[config.mk]
export PLATFORM = sky130hd
export DESIGN_NAME = hazard_ctrl_mc
export DESIGN_NICKNAME = d
export VERILOG_FILES = /design/src/rtl/hazard_ctrl_mc.sv
export SDC_FILE = /design/constraint.sdc
export NUM_CORES = 1
export LEC_CHECK = 0
export ABC_CLOCK_PERIOD_IN_PS = 2500
export BUFFER_PORTS_ARGS = -buffer_cell sky130_fd_sc_hd__buf_2
export CORE_AREA = 4 4 62 64
export CTS_CLUSTER_DIAMETER = 50
export CTS_CLUSTER_SIZE = 20
export DETAILED_ROUTE_END_ITERATION = 6
export DIE_AREA = 0 0 66 68
export GPL_TIMING_DRIVEN = 0
export PLACE_DENSITY_LB_ADDON = 0.2
export SYNTH_ARGS = -nofsm -noshare
export SYNTH_HDL_FRONTEND = slang
export SYNTH_SLANG_ARGS = --single-unit
[constraint.sdc]
create_clock -name clk -period 2.5 [get_ports clk]
set_input_delay 0.625 -clock clk [delete_from_list [all_inputs] [get_ports clk]]
set_output_delay 0.625 -clock clk [all_outputs]
set_load 0.01 [all_outputs]
[src/rtl/hazard_ctrl_mc.sv]
// Hazard and forwarding controller for a 5-stage RV32I pipeline.
// Handles multi-cycle load-use stalls, multi-cycle redirect flushes and EX operand forwarding.
module hazard_ctrl_mc #(
    parameter int WIDTH       = 32,
    parameter int LOAD_LAT    = 2,
    parameter int FLUSH_DEPTH = 2
) (
    input  logic             clk,
    input  logic             rst,
    input  logic [WIDTH-1:0] instruction_d,
    input  logic [WIDTH-1:0] instruction_ex,
    input  logic [WIDTH-1:0] instruction_mem,
    input  logic [WIDTH-1:0] instruction_wb,
    input  logic             br_taken,
    output logic             stall,
    output logic             flush,
    output logic [1:0]       fwd_a,
    output logic [1:0]       fwd_b,
    output logic             busy
);

    localparam logic [6:0] OP_LOAD   = 7'h03;
    localparam logic [6:0] OP_OPIMM  = 7'h13;
    localparam logic [6:0] OP_AUIPC  = 7'h17;
    localparam logic [6:0] OP_STORE  = 7'h23;
    localparam logic [6:0] OP_OP     = 7'h33;
    localparam logic [6:0] OP_LUI    = 7'h37;
    localparam logic [6:0] OP_BRANCH = 7'h63;
    localparam logic [6:0] OP_JALR   = 7'h67;
    localparam logic [6:0] OP_JAL    = 7'h6F;

    localparam logic [2:0] LOAD_CNT  = 3'(LOAD_LAT - 1);
    localparam logic [2:0] FLUSH_CNT = 3'(FLUSH_DEPTH - 1);

    typedef enum logic [1:0] {
        ST_IDLE      = 2'd0,
        ST_LOAD_WAIT = 2'd1,
        ST_FLUSH     = 2'd2
    } state_t;

    function automatic logic writes_rd(input logic [6:0] op);
        case (op)
            OP_LOAD, OP_OPIMM, OP_OP, OP_LUI, OP_AUIPC, OP_JAL, OP_JALR: writes_rd = 1'b1;
            default:                                                     writes_rd = 1'b0;
        endcase
    endfunction

    function automatic logic reads_rs1(input logic [6:0] op);
        case (op)
            OP_LUI, OP_AUIPC, OP_JAL: reads_rs1 = 1'b0;
            default:                  reads_rs1 = 1'b1;
        endcase
    endfunction

    function automatic logic reads_rs2(input logic [6:0] op);
        case (op)
            OP_OP, OP_STORE, OP_BRANCH: reads_rs2 = 1'b1;
            default:                    reads_rs2 = 1'b0;
        endcase
    endfunction

    logic [6:0] op_d, op_ex, op_mem, op_wb;
    logic [4:0] rs1_d, rs2_d, rd_ex, rs1_ex, rs2_ex, rd_mem, rd_wb;

    assign op_d   = instruction_d[6:0];
    assign rs1_d  = instruction_d[19:15];
    assign rs2_d  = instruction_d[24:20];
    assign op_ex  = instruction_ex[6:0];
    assign rd_ex  = instruction_ex[11:7];
    assign rs1_ex = instruction_ex[19:15];
    assign rs2_ex = instruction_ex[24:20];
    assign op_mem = instruction_mem[6:0];
    assign rd_mem = instruction_mem[11:7];
    assign op_wb  = instruction_wb[6:0];
    assign rd_wb  = instruction_wb[11:7];

    logic unused_bits_s;
    assign unused_bits_s = ^{instruction_d[14:7], instruction_d[WIDTH-1:25],
                             instruction_ex[14:12], instruction_ex[WIDTH-1:25],
                             instruction_mem[WIDTH-1:12], instruction_wb[WIDTH-1:12]};

    // MEM loads are excluded: their data is not available until WB.
    function automatic logic [1:0] fwd_sel(input logic [4:0] rs, input logic rd_used);
        if (!rd_used) begin
            fwd_sel = 2'b00;
        end else if (writes_rd(op_mem) && (rd_mem != 5'd0) && (rd_mem == rs) && (op_mem != OP_LOAD)) begin
            fwd_sel = 2'b01;
        end else if (writes_rd(op_wb) && (rd_wb != 5'd0) && (rd_wb == rs)) begin
            fwd_sel = 2'b10;
        end else begin
            fwd_sel = 2'b00;
        end
    endfunction

    logic load_use_s, redirect_s;
    assign load_use_s = (op_ex == OP_LOAD) && (rd_ex != 5'd0) &&
                        ((reads_rs1(op_d) && (rs1_d == rd_ex)) ||
                         (reads_rs2(op_d) && (rs2_d == rd_ex)));
    assign redirect_s = (op_ex == OP_JAL) || (op_ex == OP_JALR) ||
                        ((op_ex == OP_BRANCH) && br_taken);

    state_t     state_q, state_d;
    logic [2:0] cnt_q, cnt_d;
    logic       stall_s, flush_s;

    // State and window counter register.
    always_ff @(posedge clk or posedge rst) begin
        if (rst) begin
            state_q <= ST_IDLE;
            cnt_q   <= 3'd0;
        end else begin
            state_q <= state_d;
            cnt_q   <= cnt_d;
        end
    end

    // Next state; the first cycle of each window is signalled from IDLE itself.
    always_comb begin
        state_d = state_q;
        cnt_d   = cnt_q;
        stall_s = 1'b0;
        flush_s = 1'b0;
        case (state_q)
            ST_IDLE: begin
                if (redirect_s) begin
                    flush_s = 1'b1;
                    if (FLUSH_DEPTH > 1) begin
                        state_d = ST_FLUSH;
                        cnt_d   = FLUSH_CNT;
                    end else begin
                        state_d = ST_IDLE;
                    end
                end else if (load_use_s) begin
                    stall_s = 1'b1;
                    if (LOAD_LAT > 1) begin
                        state_d = ST_LOAD_WAIT;
                        cnt_d   = LOAD_CNT;
                    end else begin
                        state_d = ST_IDLE;
                    end
                end else begin
                    state_d = ST_IDLE;
                end
            end
            ST_LOAD_WAIT: begin
                stall_s = 1'b1;
                cnt_d   = cnt_q - 3'd1;
                if (cnt_q == 3'd1) begin
                    state_d = ST_IDLE;
                end else begin
                    state_d = ST_LOAD_WAIT;
                end
            end
            ST_FLUSH: begin
                flush_s = 1'b1;
                cnt_d   = cnt_q - 3'd1;
                if (cnt_q == 3'd1) begin
                    state_d = ST_IDLE;
                end else begin
                    state_d = ST_FLUSH;
                end
            end
            default: begin
                state_d = ST_IDLE;
                cnt_d   = 3'd0;
            end
        endcase
    end

    assign stall = stall_s & ~rst;
    assign flush = flush_s & ~rst;
    assign busy  = (state_q != ST_IDLE) & ~rst;
    assign fwd_a = rst ? 2'b00 : fwd_sel(rs1_ex, reads_rs1(op_ex));
    assign fwd_b = rst ? 2'b00 : fwd_sel(rs2_ex, reads_rs2(op_ex));

endmodule

==> impl_metrics.toml <==
[clock_tree]
root_buffer = "clkbuf_4"
cts_buffers = 3
cts.htree.levels = 1
tritoncts = "built"
ctsHoldBuffers = 0
clk_path_buf_depth = 2
numClockSinks = 5
insertion_delay_ns = 0.24
clk_pin_slew_ns = 0.04

[routing]
vias_per_cell = 4.69
post-route-drc-count = 0
first_iter_violations = 12
drt_wl_total_mm = 3.19
final_antenna_net_count = 0
drt-pass1-iter-count = 4
vias = 1196
wl_per_cell_um = 12.5

[grt]
grt_pass1_vias = 1231
grt_remaining_overflow = 0
grt_usage_pct = 14.1
grt_max_degree = 7
antenna_found_initial = 0
grt_pass1_wl_mm = 4.94

[pwr]
comb_power_share_pct = 50.6
p_switching_uw = 125
p_sw_share_pct = 33.7
intPower_uw = 246
power.ir.vdd_worst_mv = 0.107
clock_power_share_pct = 24.7
powerDensity_nw_per_um2 = 231
fin_total_pwr_uw = 371
leakage_uw = 0.000757
power_frac_seq_pct = 24.7

[critical_path]
timing.rr.end = "state_q[0]"
rrSetupSlack_ns = 0.54
cp-end-kind = "output port"
cp_data_arrival_time_ns = 2.11
rr_worst_depth = 11
critPathLaunchType = "input pin"
reg2reg_from = "state_q[1]"
crit_fanout = 2
cp.required_ns = 1.88
path_class = "in2out"

[layout]
nFillCells = 329
multiInputGateArea_um2 = 878
regArea_um2 = 125
num_antenna_cells = 0
area_delta_synth_final_pct = 64.8
drive_above_1_share_pct = 47.4
final_nets = 347

[synth]
synth_top_area_share_pct = 14.3
synthArstFlopShare_pct = 100
syn_area_per_cell_um2 = 8.08
synth-edff-count = 0
yosys.area.top_type = "xnor2_1"
syn-cell-area_um2 = 977
synth.area.top_cells = "xnor2_1 14%, dfrtp_1 13%, xor2_1 13%"
syn_nets = 258
yosys_most_used_dff = "dfrtp_1"
synth_cell_types = 38
syn_inst = 121
yosysSeqAreaShare_pct = 12.8
ys_ff_latch = 5
ys_warn_count = 0

[floorplanning]
io_pins = 138
rows = 21
coreArea_um2 = 3280
initial_core_util_pct = 29.8
die-area_um2 = 4490
dieHeight_um = 68
fp.dieW_um = 66

[sta]
finalCriticalPeriod_ns = 2.73
setup_viol = 4
whs_ns = 0.340
rsz0062_at_grt = "true"
finalHoldViolCount = 0
period_share_pct = 109
final.setup.worst_slack_ns = -0.231
fin_worst_skew_ns = 0.00422
max_slew_margin_pct = 72.8
tightestPinTransition_ns = 0.408
fmax_mhz = 366
final-max-slew-violation-count = 0

[job]
maxCapViolations = 0

[outcome]
violations = "negative setup slack"
status = "complete, but fails checks"

[placement]
hpwl_mm = 2.61
io_buffers = 72
gp_congestion = 0.796

[min_path]
hold_class = "in2async"
## Yosys cell counts, types with 2 or more instances
| library cell | number |
|---|---|
| a21oi_1 | 5 |
| and2_1 | 2 |
| dfrtp_1 | 5 |
| ha_1 | 6 |
| inv_1 | 9 |
| nand2_1 | 10 |
| nand2b_1 | 4 |
| nand3_1 | 5 |
| nand4_1 | 2 |
| nor2_1 | 7 |
| nor3_1 | 4 |
| nor3b_1 | 2 |
| nor4_1 | 2 |
| o2111ai_1 | 2 |
| o31ai_1 | 2 |
| or4_1 | 4 |
| xnor2_1 | 16 |
| xor2_1 | 14 |
## layout make-up
class                           count  share of cell area (%)
Sequential cell                     5                    7.77
Clock buffer                        4                    1.63
Timing Repair Buffer               84                    30.4
Multi-Input combinational cell    107                    54.5
Tap cell                           46                    3.57
Inverter                            9                    2.10
## layout by cell type (no fill, tap or decap), types with 4 or more instances in the layout
cell and count:
dfrtp_1 5, nor3_1 4, nand3_1 5, xnor2_1 16, a21oi_1 5, buf_4 12
xor2_1 14, ha_1 6, nor2_1 7, nand2_1 10, nand2b_1 4, inv_1 9
buf_2 67
## worst max-delay path: stages
cell and delay [ns]:
buf_8 0.09, or4_4 0.53, o22ai_2 0.16, nor2_1 0.08, and4_4 0.16, nor4b_4 0.29
buf_2 0.18
## flip-flops by register name (all words and copies together) (netlist names)
signal and cells:
state_q 2, cnt_q 3
## logic make-up (layout without fill, tap and decap cells)
family                   count (synthesis)  in the layout  synth area share, %
AO/OA/AOI/OAI                           17             17                 14.6
XOR/XNOR                                30             30                 26.9
adder cells (fa/ha/maj)                  6              6                 7.68
buffers and inverters                    9             97                 3.46
flip-flops                               5              5                 12.8
multiplexers                             1              1                 1.15
AND/OR/NAND/NOR                         53             53                 33.4
## worst max-delay path by stage
stage,startpoint,end,slack (ns),cells after the start
2_1_floorplan,instruction_mem[8],fwd_a[1],0.02,5
3_3_place_gp,instruction_mem[8],fwd_a[1],-0.27,7
3_5_place_dp,instruction_mem[8],fwd_a[1],-0.29,7
4_1_cts,instruction_mem[11],fwd_a[1],-0.22,7
5_1_grt,instruction_mem[11],fwd_a[1],-0.27,7
6_report,instruction_mem[11],fwd_a[1],-0.23,7
## routing by layer
layer	vias to the layer above	share of wire, %	track usage, %	wire [um]
li1	612	-	-	-
met1	524	37	14.7	1190
met2	60	52	28.7	1670
met3	0	10	3.94	328
met4	0	0	1.52	0
met5	-	0	0	0
## what timing repair did
action,4_1_cts,5_1_grt
endpoints found under the hold margin,0,0
pin swaps,11,5
setup buffers,11,1
gates resized for setup,14,6
endpoints found under the setup margin,4,5
## through the flow
step	std cells	setup TNS, ns	utilization (%)	setup WS, ns	instance area (um2)
floorplan	121	0	-	0.0215	983
global placement	239	-0.757	42.7	-0.275	1400
detailed placement	239	-0.774	42.7	-0.293	1400
CTS	254	-0.640	47.9	-0.224	1570
global route	255	-0.958	49.0	-0.270	1610
finish	255	-0.704	49.0	-0.231	1610
## power groups by stage
stage	Combinational, uW	Sequential, uW	Clock [uW]
6_report	188	91.9	91.6
5_1_grt	210	92.4	106
4_1_cts	186	91.9	95.9
3_5_place_dp	173	93.1	0
3_3_place_gp	167	93.1	0
2_1_floorplan	85.7	92.0	0
No activity file was read; power rests on OpenSTA's default activity.
